File: src/rtl/div_seq_iter.sv
// div_seq_iter: sequential restoring divider, one quotient bit per clock.
// Unsigned or two's-complement operation, with start/complete handshake and
// hold (stall) control. Results are truncated toward zero.
// Optional build macro: DIV_SEQ_EARLY_ZERO_EN. When defined, a zero divisor
// is resolved at the start edge and the results appear one cycle later.
module div_seq_iter #(
    parameter int a_width = 8,
    parameter int b_width = 8
) (
    input  logic               clk,
    input  logic               rst_n,
    input  logic               hold,
    input  logic               start,
    input  logic               tc,
    input  logic [a_width-1:0] a,
    input  logic [b_width-1:0] b,
    output logic               complete,
    output logic               divide_by_0,
    output logic [a_width-1:0] quotient,
    output logic [b_width-1:0] remainder
);

    localparam int CW = $clog2(a_width + 1);

    typedef enum logic {IDLE, BUSY} state_t;

    state_t             state, state_nx;
    logic [CW-1:0]      cnt;
    logic               tc_r, sign_a, sign_b, b_zero, ez_pend;
    // dvd starts as the dividend and fills up with quotient bits from the LSB
    logic [a_width-1:0] dvd;
    logic [b_width-1:0] dvs, a_low;
    logic [b_width:0]   prem;

    logic [a_width-1:0] a_mag, dvd_nx, q_fix;
    logic [b_width-1:0] b_mag, r_fix;
    logic [b_width:0]   shifted, diff, prem_nx;
    logic               q_bit, step, zero_now;

    // Operand magnitudes; the most negative value maps onto itself, which
    // read as unsigned is exactly its magnitude.
    always_comb begin
        a_mag = (tc && a[a_width-1]) ? -a : a;
        b_mag = (tc && b[b_width-1]) ? -b : b;
`ifdef DIV_SEQ_EARLY_ZERO_EN
        zero_now = (b == '0);
`else
        zero_now = 1'b0;
`endif
    end

    // One restoring step plus the sign fix-up applied on the final step.
    always_comb begin
        step    = (state == BUSY) && !start && !hold;
        shifted = {prem[b_width-1:0], dvd[a_width-1]};
        diff    = shifted - {1'b0, dvs};
        q_bit   = (shifted >= {1'b0, dvs});
        prem_nx = q_bit ? diff : shifted;
        dvd_nx  = {dvd[a_width-2:0], q_bit};
        q_fix   = (tc_r && (sign_a ^ sign_b)) ? -dvd_nx : dvd_nx;
        r_fix   = (tc_r && sign_a) ? -prem_nx[b_width-1:0] : prem_nx[b_width-1:0];
    end

    // FSM next state: start always (re)loads, the last unstalled step returns to IDLE.
    always_comb begin
        state_nx = state;
        case (state)
            IDLE: if (start && !zero_now) state_nx = BUSY;
            BUSY: begin
                if (start)
                    state_nx = zero_now ? IDLE : BUSY;
                else if (step && cnt == CW'(1))
                    state_nx = IDLE;
            end
            default: state_nx = IDLE;
        endcase
    end

    // FSM state register.
    always_ff @(posedge clk or negedge rst_n) begin
        if (!rst_n) state <= IDLE;
        else        state <= state_nx;
    end

    // Operand load, iteration and result registers; outputs move only at finish.
    always_ff @(posedge clk or negedge rst_n) begin
        if (!rst_n) begin
            cnt         <= '0;
            tc_r        <= 1'b0;
            sign_a      <= 1'b0;
            sign_b      <= 1'b0;
            b_zero      <= 1'b0;
            ez_pend     <= 1'b0;
            dvd         <= '0;
            dvs         <= '0;
            a_low       <= '0;
            prem        <= '0;
            complete    <= 1'b1;
            divide_by_0 <= 1'b0;
            quotient    <= '0;
            remainder   <= '0;
        end else if (start) begin
            tc_r     <= tc;
            sign_a   <= a[a_width-1];
            sign_b   <= b[b_width-1];
            b_zero   <= (b == '0);
            ez_pend  <= zero_now;
            dvd      <= a_mag;
            dvs      <= b_mag;
            a_low    <= a[b_width-1:0];
            prem     <= '0;
            cnt      <= zero_now ? '0 : CW'(a_width);
            complete <= 1'b0;
        end else if (ez_pend) begin
            ez_pend     <= 1'b0;
            divide_by_0 <= 1'b1;
            quotient    <= '1;
            remainder   <= a_low;
            complete    <= 1'b1;
        end else if (step) begin
            prem <= prem_nx;
            dvd  <= dvd_nx;
            cnt  <= cnt - CW'(1);
            if (cnt == CW'(1)) begin
                complete    <= 1'b1;
                divide_by_0 <= b_zero;
                quotient    <= b_zero ? '1 : q_fix;
                remainder   <= b_zero ? a_low : r_fix;
            end
        end
    end

endmodule

File: config.mk
export PLATFORM = sky130hd
export DESIGN_NAME = div_seq_iter
export DESIGN_NICKNAME = d
export VERILOG_FILES = /design/src/rtl/div_seq_iter.sv
export SDC_FILE = /design/constraint.sdc
export NUM_CORES = 1
export LEC_CHECK = 0
export CAP_MARGIN = 20
export CORE_MARGIN = 1
export CORE_UTILIZATION = 40
export DETAILED_ROUTE_END_ITERATION = 12
export PLACE_DENSITY = 0.59
export SLEW_MARGIN = 20
export SYNTH_ARGS = -nofsm -noshare
export SYNTH_HDL_FRONTEND = slang
export SYNTH_SLANG_ARGS = --single-unit
File: constraint.sdc
create_clock -name clk -period 3.75 [get_ports clk]
set_input_delay 0.9375 -clock clk [delete_from_list [all_inputs] [get_ports clk]]
set_output_delay 0.9375 -clock clk [all_outputs]
set_load 0.05 [all_outputs]
==> results of run 1 <==
[flip-flops by register name, indices dropped and copies added, names as in the netlist, 4 cells and up]
name       count
cnt            4
prem           8
remainder      8
quotient       8
a_low          7
dvs            8
dvd            8
[layer usage]
layer	routed length, um	vias to the layer above	track usage	share of wire
met5	0	-	0	0
met4	112	0	0.0597	0.012
met3	314	10	0.0410	0.035
met2	4230	54	0.315	0.47
met1	4350	1413	0.281	0.48
li1	-	1463	-	-
[synthesized netlist by cell type (3+ instances only)]
| cell type | number | share of area |
|---|---|---|
| nor3_1 | 10 | 0.014 |
| nor4_1 | 4 | 0.0069 |
| o21ai_0 | 17 | 0.023 |
| inv_1 | 22 | 0.023 |
| and3_1 | 4 | 0.0069 |
| o31a_1 | 4 | 0.0097 |
| nor2_1 | 54 | 0.056 |
| nand2_1 | 25 | 0.026 |
| mux2i_1 | 12 | 0.033 |
| xor2_1 | 16 | 0.039 |
| o31ai_1 | 3 | 0.0062 |
| nand3_1 | 8 | 0.011 |
| nand2b_1 | 6 | 0.010 |
| xnor2_1 | 14 | 0.034 |
| a31oi_1 | 3 | 0.0052 |
| a211oi_1 | 9 | 0.019 |
| o21a_1 | 3 | 0.0062 |
| ha_1 | 14 | 0.048 |
| mux2_2 | 11 | 0.034 |
| clkbuf_1 | 10 | 0.010 |
| or3_1 | 3 | 0.0052 |
| dfrtp_1 | 57 | 0.39 |
| nor2b_1 | 4 | 0.0069 |
| a21oi_1 | 37 | 0.051 |
[where the power goes]
group | leakage (nW) | switching, mW | internal, mW
Clock | 0.0916 | 0.262 | 0.251
Combinational | 1.06 | 0.635 | 0.389
Sequential | 0.720 | 0.0898 | 0.740
[cell type report]
cell class	instances	area, um^2	area share
multi-input combinational	298	2010	0.472
timing repair buffer	43	408	0.0957
inverter	22	82.6	0.0194
tap	108	135	0.0317
clock inverter	6	32.5	0.00764
clock buffer	10	138	0.0323
sequential	58	1450	0.341
[worst max-delay path by stage]
stage               depth (start not counted)     from            to
finish                                     11  prem[5]  remainder[4]
global route                               12   dvs[6]  remainder[4]
CTS                                        11  prem[5]  remainder[4]
detailed placement                         11  prem[5]  remainder[4]
global placement                           11  prem[5]  remainder[4]
floorplan                                  13  prem[1]  remainder[4]
[per-stage QoR]
| step | instances | worst slack, ns | hold WS [ns] |
|---|---|---|---|
| after floorplan | 393 | 1.15 | 0.472 |
| after global placement | 529 | 0.769 | 0.464 |
| after detailed placement | 529 | 0.689 | 0.472 |
| after CTS | 545 | 0.660 | 0.488 |
| after global routing | 545 | 0.320 | 0.504 |
| final | 545 | 0.634 | 0.478 |
[cell families (layout without fill, tap and decap cells)]
kind of cell,after synthesis,in the layout,synth area share
simple gates,130,130,0.168
compound gates,100,100,0.192
flops,58,58,0.401
buf+inv,37,81,0.0453
xor+xnor,30,30,0.0726
mux,23,23,0.0674
fa+ha+maj,15,15,0.0539
[critical path, stage by stage, from the launching register on]
cell	delay, ns
dfrtp_1	0.42
ha_1	0.35
a21o_1	0.24
a211oi_4	0.47
nand2_2	0.30
mux2i_1	0.33
ha_1	0.29
a21oi_1	0.10
xnor2_1	0.15
a31oi_1	0.15
o21ai_0	0.12
a21oi_1	0.13
==> impl_metrics.yaml, run 1 <==
run_status:
  status: "completed"
sta:
  rsz0062_at_grt: "false"
  fin_worst_skew_ns: 0.00998
  slew_headroom: 0.451
  min_period_over_period: 0.831
  hold_viol: 0
  tns_ns: 0
  setup_viol: 0
  final.min_clock_period_ns: 3.12
  slew_viol_final: 0
  tightest_slew_ns: 0.824
  fmax_mhz: 321
floorplan:
  die_x_um: 97.1
  coreArea_um2: 8760
  die_height_um: 97.1
  io_pins: 39
  rows: 34
  dieArea_um2: 9440
  start_util: 0.413
synth:
  synthCells: 393
  yosys_warnings: 0
  syn_area_per_cell_um2: 9.21
  synth_area_um2: 3620
  async_flop_share: 1.00
  synth_ff_type: "dfrtp_1"
  synth_edf_count: 0
  syn_nets: 429
  yosys_register_bits: 58
  yosysSeqAreaShare: 0.401
  ys_types: 61
placement:
  portBuffers: 38
  hpwl_mm: 6.57
  gp_congestion: 0.855
  place_area_um2: 4090
worst_hold_path:
  hold_start: "remainder[3]"
  hold_path.class: "register to register"
  min_to: "remainder[3]"
  whs_path_depth: 2
setup_path:
  rr_startpoint: "prem[5]"
  crit_arrival_ns: 3.39
  worst-r2r-cell-count: 11
  r2r_setup_slack_ns: 0.63
  setup.worst_path.end_class: "register"
  path_class: "register to register"
  timing.rr.end: "remainder[4]"
  worstPathRequired_ns: 4.03
  crit_fanout: 11
  start_kind: "register"
clock_network:
  cts_resized: 0
  clock_latency_ns: 0.35
  cts_root_buf: "clkbuf_8"
  cts_tree: "yes"
  htreeDepth: 3
  clk_pin_slew_ns: 0.07
  cts.path.max_buffers: 2
  clock-sinks: 58
  numCtsBuffers: 9
  cts_hold_buf: 0
  postCtsSetupRepairBufs: 0
route:
  ant_nets: 0
  drt_iter0_markers: 184
  drt-total-wl_mm: 9.00
  drt-pass1-iter-count: 4
  drc_errors: 0
  wl_per_cell_um: 16.5
  vias_per_cell: 5.39
  vias: 2940
power:
  leakage_nw: 1.87
  ir_worst_vdd_uv: 233
  power_density_nw_per_um2: 556
  p_total_mw: 2.37
global_route:
  antenna_found_initial: 0
  grt_util_all_layers: 0.201
  grt_pass1_vias: 2931
  grt_pass1_wl_mm: 15.0
  grt_max_degree: 47
  overflow: 0
finish:
  final_nets: 468
  final_common_cell: "dfrtp_1"
  final_util: 0.486
  drive_gt1_frac: 0.112
  areaGrowthSynthToFinish_pct: 17.7
  diodes: 0
  stdcell_area_um2: 4260
  mostFrequentLayoutCells: "dfrtp_1, nor2_1, a21oi_1"
  num-fill-cells: 837
flow_run:
  cap_violations: 0
Power figures use the tool's default switching activity.
==> run 2: changes to the inputs <==
==> constraint.sdc (replaced) <==
create_clock -name clk -period 2.9 [get_ports clk]
set_input_delay 0.725 -clock clk [delete_from_list [all_inputs] [get_ports clk]]
set_output_delay 0.725 -clock clk [all_outputs]
set_load 0.05 [all_outputs]
==> run 2 against run 1 <==
Worst setup slack lost 0.46 ns. Combinational power grew 36%. Routed wire length grew 2.9%. Sequential share of layout area shrank 1.2 points. Clock-buffer cell count grew 4. Fmax grew 14%. Worst hold slack lost 0.096 ns. Global-route usage grew 0.49 points. First-iteration DRC count shrank 23%.
==> impl_metrics.yaml, run 2 (synthesis results as in run 1) <==
placement:
  gp_congestion: 0.902
  portBuffers: 38
  hpwl_mm: 6.81
  place_area_um2: 4180
clock_network:
  htreeDepth: 3
  postCtsSetupRepairBufs: 0
  cts.path.max_buffers: 2
  cts_tree: "yes"
  clock-sinks: 58
  numCtsBuffers: 9
  cts_root_buf: "clkbuf_8"
  clk_pin_slew_ns: 0.07
  clock_latency_ns: 0.35
global_route:
  grt_util_all_layers: 0.206
  grt_pass1_wl_mm: 15.2
  grt_max_degree: 39
  antenna_found_initial: 0
  grt_pass1_vias: 3089
  overflow: 0
finish:
  final_nets: 478
  diodes: 0
  drive_gt1_frac: 0.143
  stdcell_area_um2: 4420
  areaGrowthSynthToFinish_pct: 22.0
  mostFrequentLayoutCells: "dfrtp_1, nor2_1, a21oi_1"
  final_common_cell: "dfrtp_1"
sta:
  fmax_mhz: 366
  slew_headroom: 0.590
  min_period_over_period: 0.941
  tns_ns: 0
  setup_viol: 0
  hold_viol: 0
  slew_viol_final: 0
  final.min_clock_period_ns: 2.73
  tightest_slew_ns: 0.616
  fin_worst_skew_ns: 0.00772
floorplan:
  coreArea_um2: 8760
  die_x_um: 97.1
  rows: 34
  start_util: 0.413
  dieArea_um2: 9440
  die_height_um: 97.1
  io_pins: 39
route:
  wl_per_cell_um: 16.7
  drc_errors: 0
  vias: 3042
  drt-pass1-iter-count: 4
  drt_iter0_markers: 141
  ant_nets: 0
  vias_per_cell: 5.48
  drt-total-wl_mm: 9.27
run_status:
  status: "completed"
setup_path:
  start_kind: "register"
  worstPathRequired_ns: 3.16
  crit_fanout: 8
  crit_arrival_ns: 2.99
  path_class: "register to register"
  setup.worst_path.end_class: "register"
  worst-r2r-cell-count: 11
power:
  ir_worst_vdd_uv: 467
  leakage_nw: 1.94
  power_density_nw_per_um2: 738
flow_run:
  cap_violations: 0
worst_hold_path:
  hold_path.class: "input pin to asynchronous set/reset pin"
==> run 2: changes by cell type in the layout (fill, tap and decap cells not counted), moves of 2 or more <==
cell,previous run,this run
buf_4,5,14
ha_1,14,11
clkbuf_1,0,2
ha_2,0,3
clkbuf_8,10,12
clkinv_2,5,1
==> run 2: critical path: stages, from the launching register on <==
cell	delay [ns]
dfrtp_1	0.43
ha_2	0.41
o21a_1	0.16
a21boi_4	0.24
o21ai_4	0.10
nand2_4	0.15
mux2i_2	0.26
ha_2	0.25
inv_1	0.05
a221oi_2	0.25
nor3_1	0.11
o31ai_2	0.23
==> run 2: worst paths after layout <==
path	startpoint	end	slack, ns
worst max register to register	prem[1]	remainder[6]	0.17
min in group clk	complete	complete	0.47
worst min-delay path	rst_n	dvs[5]	0.38
worst max-delay path	prem[1]	remainder[6]	0.17
max in group asynchronous	rst_n	complete	1.85
worst min register to register	complete	complete	0.47
==> run 2: layout make-up <==
class / instances / area (um^2)
inverter: 22 / 82.6
tap: 108 / 135
multi-input combinational: 298 / 2040
sequential: 58 / 1450
clock inverter: 2 / 35.0
timing repair buffer: 53 / 495
fill: 853 / 4350
clock buffer: 14 / 173
==> run 2: through the flow <==
| step | util | power, mW | hold slack, ns | instances | setup slack, ns |
|---|---|---|---|---|---|
| finish | 0.504 | 3.26 | 0.383 | 555 | 0.171 |
| global route | 0.504 | 3.43 | 0.433 | 555 | -0.00231 |
| CTS | 0.500 | 3.26 | 0.398 | 555 | 0.103 |
| detailed placement | 0.477 | 2.44 | 0.466 | 539 | 0.128 |
| global placement | 0.477 | 2.43 | 0.458 | 539 | 0.208 |
| floorplan | - | 2.01 | 0.429 | 393 | 0.296 |
==> run 2: what timing repair did <==
action,in CTS,in global routing
endpoints found under the hold margin,0,0
setup endpoints to repair,0,2
gates resized for setup,0,8
hold buffers,0,0
==> run 2: report_power, final <==
part | internal, mW | switching, mW | leakage (nW)
logic | 0.548 | 0.839 | 1.12
clock network | 0.467 | 0.339 | 0.107
registers | 0.956 | 0.110 | 0.720
total | 1.97 | 1.29 | 1.94
==> run 2: per-layer routing <==
layer,wire length [um],vias to the layer above,GRT usage
met4,223,0,0.0964
met1,4260,1454,0.264
met2,4400,83,0.334
li1,-,1488,-
met5,0,-,0
met3,383,17,0.0410
==> run 3: changes to the inputs <==
--- a/config.mk
+++ b/config.mk
@@ -7,9 +7,11 @@
 export LEC_CHECK = 0
 export CAP_MARGIN = 20
 export CORE_MARGIN = 1
-export CORE_UTILIZATION = 40
+export CORE_UTILIZATION = 35
+export CTS_BUF_LIST = sky130_fd_sc_hd__clkbuf_4 sky130_fd_sc_hd__clkbuf_8
 export DETAILED_ROUTE_END_ITERATION = 12
-export PLACE_DENSITY = 0.59
+export PLACE_DENSITY = 0.53
+export RECOVER_POWER = 100
 export SLEW_MARGIN = 20
 export SYNTH_ARGS = -nofsm -noshare
 export SYNTH_HDL_FRONTEND = slang
==> run 3 against run 2 <==
Combinational power decreased by 3%. Clock skew rose by 0.0022 ns. Critical path depth decreased by 2. Sequential share of layout area decreased by 0.32 points. Highest routed layer unchanged.
==> impl_metrics.yaml, run 3 (synthesis results as in run 1) <==
run_status:
  status: "completed"
finish:
  areaGrowthSynthToFinish_pct: 23.2
  regArea_um2: 1450
  num-fill-cells: 1013
  final_nets: 479
  final_util: 0.450
  final_common_cell: "dfrtp_1"
  multi_input_area_um2: 2040
  diodes: 0
  mostFrequentLayoutCells: "dfrtp_1, nor2_1, a21oi_1"
  drive_gt1_frac: 0.129
  stdcell_area_um2: 4460
route:
  wl_per_cell_um: 16.0
  drt-pass1-iter-count: 4
  ant_nets: 0
  vias_per_cell: 5.14
  drt_iter0_markers: 127
  drc_errors: 0
  drt-total-wl_mm: 9.30
  vias: 2987
sta:
  setup_viol: 0
  rsz0062_at_grt: "false"
  hold_viol: 0
  tns_ns: 0
  tightest_slew_ns: 1.31
  slew_viol_final: 0
  min_period_over_period: 0.942
  fin_worst_skew_ns: 0.00996
  finalWorstSetupSlack_ns: 0.168
  fmax_mhz: 366
  slew_headroom: 0.128
  final.min_clock_period_ns: 2.73
setup_path:
  timing.rr.end: "remainder[2]"
  cpPeakStageDelay_ns: 0.44
  critPathSlowestCell: "dfrtp_1"
  r2r_setup_slack_ns: 0.17
  worstPathRequired_ns: 3.10
  crit_fanout: 8
  crit_family: "compound AO/OA/AOI/OAI gates"
  crit_arrival_ns: 2.93
  path_class: "register to register"
  critical_path.cell_chain: "ha_1, a21o_1, a211oi_4, nand2_4, mux2i_4, ha_2, o211a_1, o31ai_1, o21ai_0"
  worst-r2r-cell-count: 9
  start_kind: "register"
  setup.worst_path.end_class: "register"
  critPathBufInv: 0
  rr_startpoint: "prem[5]"
clock_network:
  clock_latency_ns: 0.33
  htreeDepth: 3
  cts_tree: "yes"
  cts_root_buf: "clkbuf_8"
  numCtsBuffers: 9
  clk_pin_slew_ns: 0.07
  cts.path.max_buffers: 2
  cts_hold_buf: 0
  clock-sinks: 58
placement:
  hpwl_mm: 6.87
  dpl_worst_slack_ns: 0.149
  gp_congestion: 0.867
  place_area_um2: 4230
  portBuffers: 38
global_route:
  antenna_found_initial: 0
  grt_max_degree: 57
  overflow: 0
  grt_pass1_wl_mm: 15.5
  grt_pass1_vias: 2929
  grt_util_all_layers: 0.183
floorplan:
  dieArea_um2: 10800
  start_util: 0.365
  die_height_um: 104
  io_pins: 39
  die_x_um: 104
  coreArea_um2: 9910
  rows: 36
worst_hold_path:
  hold_start: "complete"
  hold_path.class: "register to register"
  min_to: "complete"
  whs_path_depth: 2
power:
  ir_worst_vdd_uv: 389
  leakage_nw: 1.99
  power_density_nw_per_um2: 737
  p_total_mw: 3.29
flow_run:
  cap_violations: 0
## run 3: changes by cell type in the layout (fill, tap and decap cells not counted), sizes merged
cell           delta
dlygate4sd3      +22
clkdlybuf4s50    -22
buf               -7
clkbuf            +5
dlymetal6s2s      +1
bufinv            +1
clkinv            +1
## run 3: power by group
part	switching (mW)	internal, mW	leakage (nW)
clock	0.338	0.541	0.120
sequential	0.102	0.956	0.720
combinational	0.842	0.511	1.15
## run 3: final cells by class
cell class / count / area share
Multi-Input combinational cell: 298 / 0.457
Tap cell: 133 / 0.0373
Sequential cell: 58 / 0.326
Inverter: 22 / 0.0185
Clock buffer: 12 / 0.0356
Timing Repair Buffer: 54 / 0.109
Clock inverter: 4 / 0.0165
## run 3: timing repair
item / CTS / global route
gates resized for setup: 0 / 8
setup buffers: 0 / 0
endpoints found under the setup margin: 0 / 4
## run 3: worst max-delay path by stage
stage                     startpoint            to  slack [ns]  depth (start not counted)
final                        prem[5]  remainder[2]        0.17                          9
after global routing         prem[1]  remainder[4]        0.03                         12
after global placement       prem[5]  remainder[2]        0.21                          9
after floorplan              prem[1]  remainder[4]        0.30                         13
after detailed placement     prem[1]  remainder[4]        0.15                         12
after CTS                    prem[1]  remainder[4]        0.13                         12
## run 3: worst reg2reg max path: stages, from the launching register on
cell and delay (ns):
dfrtp_1 0.44, ha_1 0.36, a21o_1 0.24, a211oi_4 0.30, nand2_4 0.16, mux2i_4 0.22
ha_2 0.22, o211a_1 0.25, o31ai_1 0.30, o21ai_0 0.12
## run 3: through the flow
stage,hold WS [ns],instances
final,0.474,581
after global routing,0.501,581
after CTS,0.405,581
after detailed placement,0.469,565
after global placement,0.455,565
after floorplan,0.429,393
## run 3: metal layers
| layer | vias to the layer above | part of all wire | GRT usage |
|---|---|---|---|
| li1 | 1495 | - | - |
| met1 | 1439 | 0.49 | 0.256 |
| met2 | 47 | 0.48 | 0.289 |
| met3 | 6 | 0.027 | 0.0359 |
| met4 | 0 | 0.010 | 0.0490 |
| met5 | - | 0 | 0 |
